File: config.mk
export PLATFORM = sky130hd
export DESIGN_NAME = deserializer
export DESIGN_NICKNAME = d
export VERILOG_FILES = /design/src/rtl/deserializer.sv
export SDC_FILE = /design/constraint.sdc
export NUM_CORES = 1
export LEC_CHECK = 0
export CORE_UTILIZATION = 55
export DETAILED_ROUTE_END_ITERATION = 16
export GPL_TIMING_DRIVEN = 0
export PLACE_DENSITY = 0.83
export SYNTH_ARGS = -nofsm -noshare
export SYNTH_HDL_FRONTEND = slang
export SYNTH_SLANG_ARGS = --single-unit
export TNS_END_PERCENT = 10
File: constraint.sdc
create_clock -name c -period 2.2 [get_ports c]
set_input_delay 0.44 -clock c [delete_from_list [all_inputs] [get_ports c]]
set_output_delay 0.44 -clock c [all_outputs]
set_load 0.005 [all_outputs]
File: src/rtl/deserializer.sv
// Serial-to-parallel word assembler with per-word bit order, a one-word output
// holding register, sticky overrun flag and abort.
module deserializer #(
   parameter int W = 8
) (
   input  logic         c,
   input  logic         nrst,
   input  logic         si,
   input  logic         sv,
   input  logic         sof,
   input  logic         ab,
   input  logic         dir,
   output logic [W-1:0] q,
   output logic         qv,
   input  logic         qr,
   output logic         ovf,
   input  logic         clr,
   output logic         busy
);

   localparam int CW = (W > 2) ? $clog2(W) : 1;

   typedef enum logic {
      IDLE  = 1'b0,
      SHIFT = 1'b1
   } state_t;

   state_t         state_q, state_d;
   logic [CW-1:0]  cnt_q, cnt_d;
   logic [W-1:0]   sreg_q, sreg_d;
   logic           ldir_q, ldir_d;
   logic [W-1:0]   q_q, q_d;
   logic           qv_q, qv_d;
   logic           ovf_q, ovf_d;
   logic           busy_q, busy_d;

   logic [W-1:0]   first_s;
   logic [W-1:0]   shifted_s;
   logic           start_s;
   logic           done_s;
   logic           overrun_s;

   // Next-state, shift register and output holding-register logic
   always_comb begin
      state_d   = state_q;
      cnt_d     = cnt_q;
      sreg_d    = sreg_q;
      ldir_d    = ldir_q;
      q_d       = q_q;
      qv_d      = qv_q;
      ovf_d     = ovf_q;
      done_s    = 1'b0;
      overrun_s = 1'b0;

      // First bit of a word lands at the end it will be shifted away from
      first_s   = dir ? {si, {(W-1){1'b0}}} : {{(W-1){1'b0}}, si};
      shifted_s = ldir_q ? {si, sreg_q[W-1:1]} : {sreg_q[W-2:0], si};
      start_s   = sof || ((state_q == SHIFT) && (cnt_q == {CW{1'b0}}));

      if (ab) begin
         state_d = IDLE;
         cnt_d   = {CW{1'b0}};
      end else if (sv) begin
         if (start_s) begin
            sreg_d  = first_s;
            cnt_d   = {{(CW-1){1'b0}}, 1'b1};
            ldir_d  = dir;
            state_d = SHIFT;
         end else if (state_q == SHIFT) begin
            sreg_d = shifted_s;
            if (cnt_q == CW'(W - 1)) begin
               cnt_d  = {CW{1'b0}};
               done_s = 1'b1;
            end else begin
               cnt_d = cnt_q + {{(CW-1){1'b0}}, 1'b1};
            end
         end else begin
            state_d = IDLE;
         end
      end else begin
         state_d = state_q;
      end

      if (done_s) begin
         if (!qv_q || qr) begin
            q_d  = shifted_s;
            qv_d = 1'b1;
         end else begin
            overrun_s = 1'b1;
         end
      end else if (qv_q && qr) begin
         qv_d = 1'b0;
      end else begin
         qv_d = qv_q;
      end

      // A new overrun outranks a clear on the same edge
      if (overrun_s) begin
         ovf_d = 1'b1;
      end else if (clr) begin
         ovf_d = 1'b0;
      end else begin
         ovf_d = ovf_q;
      end

      busy_d = (state_d == SHIFT);
   end

   // State and output registers with synchronous active-low reset
   always_ff @(posedge c) begin
      if (!nrst) begin
         state_q <= IDLE;
         cnt_q   <= {CW{1'b0}};
         sreg_q  <= {W{1'b0}};
         ldir_q  <= 1'b0;
         q_q     <= {W{1'b0}};
         qv_q    <= 1'b0;
         ovf_q   <= 1'b0;
         busy_q  <= 1'b0;
      end else begin
         state_q <= state_d;
         cnt_q   <= cnt_d;
         sreg_q  <= sreg_d;
         ldir_q  <= ldir_d;
         q_q     <= q_d;
         qv_q    <= qv_d;
         ovf_q   <= ovf_d;
         busy_q  <= busy_d;
      end
   end

   assign q    = q_q;
   assign qv   = qv_q;
   assign ovf  = ovf_q;
   assign busy = busy_q;

endmodule

==> results.tsv, run 1 <==
metric	value	unit
outcome	finished clean	
num ports	20	
Post-Syn Instances	121	
GR peak layer	met2	
top-area cell type share of the netlist area	40.71	%
Starting Density	58.25	%
die area	2242	sq um
RePlAce Congestion	0.7643	
CP max FO	6	
final hold slack	0.4645	ns
CTS tree	yes	
fin. max-slew vios	0	
final worst path period share	80.42	%
Worst VDD drop	0.3559	mV
Synth area leader	dfxtp_1	
Area Overhead vs Synth	21.35	%
sequential share of power	60.7	%
Post-CTS Hold Fix Bufs	0	
Mapped Nets	133	
Port Buffers	18	
clock skew	0.007396	ns
register clock-pin slew on the reported worst setup and hold paths	0.13	ns
post_cts resized	0	
Vias	947	
first-pass GRT wire length	3408	um
Tmin final	1.769	ns
most frequent cells in the layout	dfxtp_1, clkdlybuf4s50_1, nand2_1	
Int Power	524.5	uW
Slew @ Worst Pin	0.4832	ns
Total GRT Usage	22.83	%
post-CTS setup buffer count	0	
die width	47.35	um
number of flops mapped to enable cells by yosys	0	
Worst Hold Class	in2reg	
largest net degree at the start of global routing	14	
vias in the first global route	773	
Hold Vio Cnt, Final	0	
CP bufs+invs	1	
final WL	2288	um
Final nets	156	
met2 Usage GRT	36.16	%
clock buffer depth	2	
placed instance count	166	
DP HPWL	1668	um
max-cap viol count	0	
Crit path required time	1.76	ns
grt ovf	0	
core area	1942	sq um
Vias per Instance	5.571	
Layout fillers	169	
WL/cell	13.46	um
Initial DRC Count	13	
Critical Path AT	1.33	ns
final setup vio count	0	
met3 Usage GRT	2.308	%
CP Launch Type	register	
combinational share of power	10.7	%
# H-tree levels	1	
Worst setup EP type	output pin	
Syn Area/Cell	9.348	sq um
critical path type	reg2out	
Post-synth top flop	dfxtp_1	
ranking of synthesized cells by area	dfxtp_1, nand2_1, nand3_1, mux2_2, a21boi_0	
RSZ-0062 raised after global routing	no	
initial antenna violation count	0	
clk sink count	23	
Relative slew margins	67.54	%
Clock power frac	28.6	%
root buffer cell	clkbuf_4	
Seq/Total Area, Yosys	40.71	%
TritonRoute pass-1 iters	4	
# diodes	0	
final cell count without fillers	170	
Cell Pwr Density	509.3	nW/um^2
Slowest-stage cell, CP	clkdlybuf4s50_1	
layout cells sized above 1	15.38	%
row count	16	
net switching power	174.6	uW
f_max	565.2	MHz
Ys Warns	0	
Async S/R FF share, synth	0	%
sw frac	24.97	%
Largest delay share family, worst path	buffers and inverters	
cell area after synthesis	1131	sq um
Synth Register Bits	23	
Crit path largest cell delay	0.54	ns
most common cell after layout, fill and taps aside	dfxtp_1	
Inserted Clock Buffers	3	
clk_lat worst skew	0.32	ns
die height	47.35	um
Global Route met1 Usage	29.81	%
critical path cell sequence	clkdlybuf4s50_1	
antenna-violating nets left	0	
DRC errors left	0	
P_leak	0.5140	nW
setup TNS	0	ns
Distinct cells, synth	34	
-- per-stage QoR --
stage	power, mW	utilization (%)	worst slack [ns]	area (sq um)
floorplan	0.4790	-	0.6982	1131
global placement	0.5051	69.27	0.1414	1345
detailed placement	0.5078	69.27	0.1206	1345
CTS	0.7047	70.68	0.4079	1373
global route	0.7269	70.68	0.3160	1373
finish	0.6991	70.68	0.4308	1373
-- Yosys cell counts, types with 2 or more instances --
master and n:
o211a_1 3, mux2i_1 3, nor2_1 5, mux2_2 5
a21oi_1 4, nor2b_1 3, nand2_1 17, nand3_1 12
a311oi_1 2, nand3b_1 2, dfxtp_1 23, a21boi_0 6
buf_6 3, nor3_1 2, o21ai_0 8, ha_1 3
a211oi_1 2, inv_1 2
-- per-layer routing --
metal	vias up	share of wire (%)
met5	-	0
met4	0	2.4
met3	5	4.4
met2	29	48
met1	441	45
li1	472	-
-- flip-flops by register name, indices dropped and copies added, names as in the netlist --
name and flops:
busy 1, cnt_q 3, ldir_q 1, ovf 1, q 8, qv 1
sreg_q 8
-- power groups by stage --
stage	combinational [mW]	clock (mW)	sequential [mW]
final	0.0747	0.200	0.424
after global routing	0.0821	0.220	0.425
after CTS	0.0749	0.205	0.424
after detailed placement	0.0744	0	0.433
after global placement	0.0721	0	0.433
after floorplan	0.0463	0	0.433
-- path summary, 6_finish.rpt --
check,from,end,slack [ns],cells after the start
setup reg to reg,cnt_q[0],q[2],0.43,7
hold reg to reg,q[5],q[5],0.47,2
setup / recovery,busy,busy,0.43,1
hold / removal,nrst,q[1],0.46,3
-- layout make-up --
type                       instances  area [sq um]  share of cell area [%]
multi-input combinational         89         596.8                   43.48
sequential                        23         460.4                   33.55
timing repair buffer              18         180.2                   13.13
buffer                             7         66.31                   4.831
tap                               27         33.78                   2.461
clock buffer                       3         22.52                   1.641
inverter                           2         7.507                  0.5469
clock inverter                     1         5.005                  0.3646
-- cell families (layout without fill, tap and decap cells) --
family          Yosys count  count (layout)  share of synthesized area [%]
mux                       8               8                          7.632
fa+ha+maj                 3               3                          3.319
flops                    23              23                          40.71
buf+inv                   9              31                          6.526
compound gates           29              29                          18.25
simple gates             49              49                          23.56
Power figures use the tool's default switching activity.
==> run 2, diff against run 1 <==
- CORE_UTILIZATION: 55 -> 51
- PLACE_DENSITY: 0.83 -> 0.78
- clock period: 2.2 -> 1.8 ns (I/O delays scaled with it)
==> run 2 against run 1 <==
Against the previous run:
- flip-flop and latch count is the same
- non-clock buffer count is 1 higher
- clock power is 22% higher
- wire length shrank 4.1%
- register-to-register slack lost 0.34 ns
- global-route usage shrank 3.2 points
- die area up 7.5%
- design area is 0.64% higher
- critical path type is now reg2reg
==> results.tsv, run 2 (same netlist as run 1, synthesis figures left out) <==
metric	value	unit
outcome	finished clean	
layout cells sized above 1	16.67	%
Initial DRC Count	14	
Cell Pwr Density	617.1	nW/um^2
register clock-pin slew on the reported worst setup and hold paths	0.13	ns
vias in the first global route	870	
# diodes	0	
CP Launch Type	register	
Worst Hold Class	in2reg	
Relative slew margins	73.69	%
Post-CTS Hold Fix Bufs	0	
R2R Setup Slk	0.09	ns
Worst setup EP type	register	
RePlAce Congestion	0.7420	
Critical Path AT	1.93	ns
Slowest-stage cell, CP	dfxtp_2	
R2R Path End	q[7]	
root buffer cell	clkbuf_4	
most frequent cells in the layout	dfxtp_1, clkdlybuf4s50_1, nand2_1	
Port Buffers	18	
fin. max-slew vios	0	
launching point of the worst reg2reg path	cnt_q[0]	
final worst path period share	94.89	%
die height	49.10	um
Setup WS post-layout	0.09203	ns
largest net degree at the start of global routing	13	
Inserted Clock Buffers	3	
critical hold path startpoint	nrst	
clk_lat worst skew	0.31	ns
grt ovf	0	
final WL	2195	um
Power Total	852.3	uW
first-pass GRT wire length	3726	um
DP HPWL	1650	um
Setup WS pre-CTS	-0.1755	ns
max-cap viol count	0	
Total GRT Usage	19.62	%
Area Overhead vs Synth	22.12	%
core area	2022	sq um
clk sink count	23	
Min-Delay Endpoint	ldir_q	
Layout fillers	179	
TritonRoute pass-1 iters	6	
f_max	585.5	MHz
Starting Density	55.94	%
clock skew	0.003093	ns
Crit path required time	2.02	ns
num ports	20	
critical path cell sequence	ha_1, ha_1, nand3b_1, nor4_4, buf_4, nand2_1, o211a_1	
Vias	896	
die width	49.10	um
Hold Vio Cnt, Final	0	
Worst VDD drop	0.6084	mV
Vias per Instance	5.240	
antenna-violating nets left	0	
critical path type	reg2reg	
WL/cell	12.84	um
CTS tree	yes	
initial antenna violation count	0	
# H-tree levels	1	
fin util	68.32	%
Crit path largest cell delay	0.38	ns
DRC errors left	0	
Final nets	157	
Most common cell on crit path	ha_1	
Slew @ Worst Pin	0.3942	ns
clock buffer depth	2	
Worst Reg-to-Reg Cells	7	
final setup vio count	0	
most common cell after layout, fill and taps aside	dfxtp_1	
P_leak	0.5176	nW
Tmin final	1.708	ns
Hold Path Stages	3	
row count	16	
die area	2410	sq um
CP max FO	6	
## run 2: report_power, final
group | internal [mW] | total, mW | switching (mW) | leakage (nW)
logic | 0.0432 | 0.0888 | 0.0455 | 0.316
registers | 0.514 | 0.519 | 0.00410 | 0.187
clock network | 0.0866 | 0.245 | 0.158 | 0.0150
## run 2: what timing repair did
item	4_1_cts	5_1_grt
buffers inserted	0	1
setup endpoints to repair	0	5
resized for setup	0	2
## run 2: how the worst max path moves through the flow
stage / from / endpoint / slack, ns / cells after the start
6_report: cnt_q[0] / q[7] / 0.09 / 7
4_1_cts: cnt_q[0] / q[5] / 0.05 / 7
2_1_floorplan: cnt_q[0] / q[1] / 0.30 / 7
5_1_grt: cnt_q[0] / q[7] / -0.01 / 7
3_3_place_gp: sv / q[5] / -0.17 / 6
3_5_place_dp: sof / q[5] / -0.18 / 6
## run 2: final cells by class
type	count	area (sq um)	share of cell area [%]
Buffer	7	66.31	4.801
Clock buffer	4	26.28	1.902
Inverter	2	7.507	0.5435
Multi-Input combinational cell	89	596.8	43.21
Sequential cell	23	462.9	33.51
Tap cell	27	33.78	2.446
Timing Repair Buffer	19	187.7	13.59
## run 2: layer usage
metal,global-route usage [%],wire (um),vias up
li1,-,-,472
met1,23.15,1010,410
met2,34.47,1109,14
met3,5.607,75,0
met4,4.902,0,0
met5,0,0,-
## run 2: critical path, delay by kind of cell (launching register included)
| family | cells | cell delay, ns |
|---|---|---|
| flip-flops | 1 | 0.38 |
| AO/OA/AOI/OAI | 1 | 0.12 |
| buffers and inverters | 1 | 0.21 |
| AND/OR/NAND/NOR | 3 | 0.57 |
| adder cells (fa/ha/maj) | 2 | 0.33 |
## run 2: metrics by stage
step           TNS [ns]  cells  instance area [sq um]  hold WS (ns)
4_1_cts               0    170                   1371        0.3688
3_5_place_dp     -1.438    166                   1345        0.4562
2_1_floorplan         0    121                   1131        0.4444
6_report              0    171                   1381        0.3735
3_3_place_gp     -1.307    166                   1345        0.4476
5_1_grt        -0.01234    171                   1381        0.4043
==> run 3, diff against run 2 <==
- PLACE_DENSITY: 0.78 -> 0.77
==> run 3 against run 2 <==
Against the previous run:
- sequential power is essentially flat
- register-to-register slack gained 0.06 ns
- critical path type is now reg2out
- combinational power grew 2%
- maximum frequency grew 2.4%
- clock skew grew 0.0032 ns
- critical endpoint is now busy
==> results.tsv, run 3 (same netlist as run 1, synthesis figures left out) <==
metric	value	unit
outcome	finished clean	
footprint of the multi-input gates	596.8	sq um
RSZ-0062 raised after global routing	no	
Critical Path AT	1.31	ns
Int Power	644.7	uW
Hold Vio Cnt, Final	0	
clk_lat worst skew	0.30	ns
die height	49.10	um
row count	16	
Final nets	157	
f_max	599.6	MHz
Worst Hold Class	in2reg	
Crit path required time	1.44	ns
Worst setup EP type	output pin	
Worst Reg-to-Reg Cells	7	
Inserted Clock Buffers	3	
register clock-pin slew on the reported worst setup and hold paths	0.12	ns
final WL	2141	um
layout cells sized above 1	15.28	%
RePlAce Congestion	0.7402	
root buffer cell	clkbuf_4	
Total GRT Usage	19.31	%
max-cap viol count	0	
CTS tree	yes	
R2R Setup Slk	0.15	ns
largest net degree at the start of global routing	13	
# diodes	0	
Starting Density	55.94	%
Relative slew margins	74.40	%
fin util	68.32	%
die area	2410	sq um
Largest delay share family, worst path	buffers and inverters	
CP max FO	6	
fin. max-slew vios	0	
Setup WS post-layout	0.1322	ns
Hold Path Stages	3	
R2R Path End	sreg_q[5]	
most frequent cells in the layout	dfxtp_1, clkdlybuf4s50_1, nand2_1	
critical path cell sequence	clkdlybuf4s50_1	
num ports	20	
Slowest-stage cell, CP	clkdlybuf4s50_1	
Initial DRC Count	6	
Vias per Instance	5.251	
sw frac	22.94	%
Vias	898	
WL/cell	12.52	um
launching point of the worst reg2reg path	cnt_q[0]	
TritonRoute pass-1 iters	4	
Clock power frac	27.3	%
CP bufs+invs	1	
Cell Pwr Density	605.6	nW/um^2
CP Launch Type	register	
Slew @ Worst Pin	0.3835	ns
final worst path period share	92.65	%
sequential share of power	61.9	%
Crit path largest cell delay	0.54	ns
die width	49.10	um
critical path type	reg2out	
final setup vio count	0	
clock buffer depth	2	
clk sink count	23	
net switching power	191.9	uW
initial antenna violation count	0	
grt ovf	0	
DP HPWL	1646	um
Port Buffers	18	
DRC errors left	0	
Worst VDD drop	0.5009	mV
Min-Delay Endpoint	q[1]	
Tmin final	1.668	ns
register area	460.4	sq um
clock skew	0.006291	ns
antenna-violating nets left	0	
# H-tree levels	1	
Layout fillers	164	
Area Overhead vs Synth	22.12	%
Post-CTS Hold Fix Bufs	0	
first-pass GRT wire length	3643	um
P_leak	0.5173	nW
critical hold path startpoint	nrst	
combinational share of power	10.8	%
core area	2022	sq um
Setup WS pre-CTS	-0.1978	ns
most common cell after layout, fill and taps aside	dfxtp_1	
vias in the first global route	827	
[run 3: cell types whose count changed in the layout (fill, tap and decap cells not counted)]
cell	delta
buf_2	-1
dfxtp_2	-2
dfxtp_1	+2
clkbuf_4	+1
[run 3: tightest hold or removal path: stages]
cell      delay, ns
clkbuf_2       0.15
nand2_1        0.09
o21ai_0        0.06
[run 3: timing repair]
item                                    4_1_cts  5_1_grt
setup buffers                                 0        1
endpoints found under the setup margin        0        6
resized for setup                             0        1
[run 3: metal layers]
metal | wire length (um) | up-vias | track usage [%]
met5 | 0 | - | 0
met2 | 1057 | 12 | 32.19
met4 | 36 | 0 | 9.314
met3 | 48 | 5 | 2.181
met1 | 999 | 409 | 24.61
li1 | - | 472 | -
[run 3: power groups by stage]
stage                     Combinational [mW]  Clock, mW  Sequential (mW)
after CTS                             0.0898      0.237            0.518
after global placement                0.0885          0            0.529
final                                 0.0903      0.228            0.518
after global routing                  0.0980      0.265            0.520
after detailed placement              0.0895          0            0.530
after floorplan                       0.0566          0            0.529
[run 3: per-stage QoR]
stage / setup TNS, ns / hold WS (ns) / std cells / power (mW) / area, sq um
after floorplan: 0 / 0.4444 / 121 / 0.5855 / 1131
after global placement: -1.371 / 0.4470 / 166 / 0.6179 / 1345
after detailed placement: -1.550 / 0.4503 / 166 / 0.6191 / 1345
after CTS: 0 / 0.3804 / 170 / 0.8450 / 1371
after global routing: 0 / 0.4059 / 171 / 0.8828 / 1381
final: 0 / 0.3889 / 171 / 0.8366 / 1381
[run 3: how the worst max path moves through the flow]
stage,start,to,slack (ns),depth (start not counted)
final,busy,busy,0.13,1
after global routing,cnt_q[0],sreg_q[5],0.02,7
after CTS,cnt_q[0],q[5],0.02,7
after detailed placement,sv,q[1],-0.20,6
after global placement,sv,q[5],-0.18,6
after floorplan,cnt_q[0],q[1],0.30,7
[run 3: cell type report]
cell class / instances / share of cell area, %
multi-input cells: 89 / 43.21
flip-flops and latches: 23 / 33.33
repair buffers: 19 / 13.59
plain buffers: 7 / 4.982
well taps: 27 / 2.446
clock buffers: 4 / 1.902
inverters: 2 / 0.5435
==> RTL edit: new RTL, config.mk and constraints of run 1 <==
Put one more register stage on the output `ovf`, cleared by the reset. The value now appears one clock later. The other outputs are not delayed to match.
--- a/src/rtl/deserializer.sv
+++ b/src/rtl/deserializer.sv
@@ -132,5 +132,11 @@
    assign q    = q_q;
    assign qv   = qv_q;
-   assign ovf  = ovf_q;
+   always_ff @(posedge c) begin
+      if (!nrst) begin
+         ovf <= '0;
+      end else begin
+         ovf <= ovf_q;
+      end
+   end
    assign busy = busy_q;
 
Behaviour: same outputs for any inputs over 10 cycles, from zero or initial values and one cycle with nrst low; that may be too few to reach the edited logic, so the function may still have changed.
==> RTL edit against run 1 <==
- routed wire length up 3.5%
- clock skew shrank 5.6 ps
- non-clock buffer count is the same
- sequential cell count grew 1
- worst setup slack got worse by 56 ps
- die area up 0.95%
- design area grew 2.6%
- total power up 19%
- worst hold slack improved by 6.1 ps
- synthesized area is 1.0% higher
- via count up 0.84%
- sequential power rose by 4%
- largest cell class unchanged
- largest power group unchanged
==> RTL edit: results (changes against run 1) <==
status=completed (unchanged); slowest stage delay, CP=580 ps (was 540 ps); initial antenna violation count=0 (unchanged); Tot GR Track Use=23.9% (was 22.8%); share of cells above drive strength 1=15.1% (was 15.4%); crit path DAT=1390 ps (was 1330 ps); yosys warns=0 (unchanged); share of the synthesized area in the top cell type=42.1% (was 40.7%); Clk pin slew, worst setup/hold paths=130 ps (about the same); syn_nets=136 (was 133); worst slack, placed=164 ps (was 121 ps); Detailed Route WL=2370 um (was 2290 um); Netlist cell types=32 (was 34); Hold Path Class=register to register (was input pin to register); DR vias=955 (was 947); Clock Tree Buf Depth=2 (unchanged); clk_skew=1.76 ps (was 7.40 ps); Synth area leaders=dfxtp_1 42%, nand3_1 6.1%, mux2_2 5.9% (was dfxtp_1 41%, nand2_1 5.6%, nand3_1 5.3%); static leakage=0.510 nW (was 0.514 nW); top cells by count, synth=24 x dfxtp_1, 17 x nand2_1, 14 x nand3_1 (was 23 x dfxtp_1, 17 x nand2_1, 12 x nand3_1); TritonRoute pass-1 iters=4 (unchanged); vias in the first global route=895 (was 773); wl on met1=1040 um (was 1030 um); async set-reset flop share out of synthesis=0% (unchanged); Slew headroom=66.1% (was 67.5%); I/O Buffers=18 (unchanged); routed wl met3=113 um (was 100 um); switching share of power=21.2% (was 25.0%); RD Place Congestion=0.808 (was 0.764); nets=159 (was 156); met2 wire length=1180 um (was 1110 um); drt initial violations=17 (was 13); DP HPWL=1700 um (was 1670 um); largest net degree at the start of global routing=15 (was 14); register area share after synthesis=42.1% (was 40.7%); Peak VDD IR=0.549 mV (was 0.356 mV); first-pass GRT wire length=3770 um (was 3410 um); Top delay family on crit path=buffers and inverters (unchanged)
## RTL edit: stage by stage
step / instance area, um2 / cells / hold WS [ps]
finish: 1410 / 173 / 471
global route: 1410 / 173 / 503
CTS: 1410 / 173 / 472
detailed placement: 1360 / 169 / 439
global placement: 1360 / 169 / 431
floorplan: 1140 / 124 / 421
## RTL edit: cell families (layout without fill, tap and decap cells)
kind of cell / Yosys count / after routing / share of synthesized area (%)
AO/OA/AOI/OAI: 29 / 29 / 17.6
adder cells (fa/ha/maj): 3 / 3 / 3.29
buffers and inverters: 9 / 31 / 5.37
flip-flops: 24 / 24 / 42.1
AND/OR/NAND/NOR: 51 / 51 / 24.0
multiplexers: 8 / 8 / 7.67
## RTL edit: per-layer routing
metal | vias up | track usage [%]
met5 | - | 0
met4 | 0 | 6.67
met3 | 4 | 7.55
met2 | 22 | 41.9
met1 | 447 | 28.2
li1 | 482 | -
## RTL edit: worst paths after layout
check	start	to	slack, ps	cells past startpoint
worst max-delay path	busy	busy	370	1
worst min-delay path	q[5]	q[5]	470	2
worst max register to register	cnt_q[0]	q[4]	450	7
worst min register to register	q[5]	q[5]	470	2
## RTL edit: power groups by stage
stage	sequential [mW]	combinational, mW	clock, mW
5_1_grt	0.443	0.0795	0.340
4_1_cts	0.442	0.0738	0.325
6_report	0.442	0.0739	0.317
3_3_place_gp	0.452	0.0703	0
3_5_place_dp	0.452	0.0725	0
2_1_floorplan	0.451	0.0451	0
## RTL edit: final cells by class
class / count / area [um2]
Clock buffer: 3 / 22.5
Clock inverter: 1 / 30.0
Multi-Input combinational cell: 91 / 601
Inverter: 2 / 7.51
Fill cell: 160 / 553
Timing Repair Buffer: 18 / 180
Buffer: 7 / 53.8
Tap cell: 27 / 33.8
Sequential cell: 24 / 480
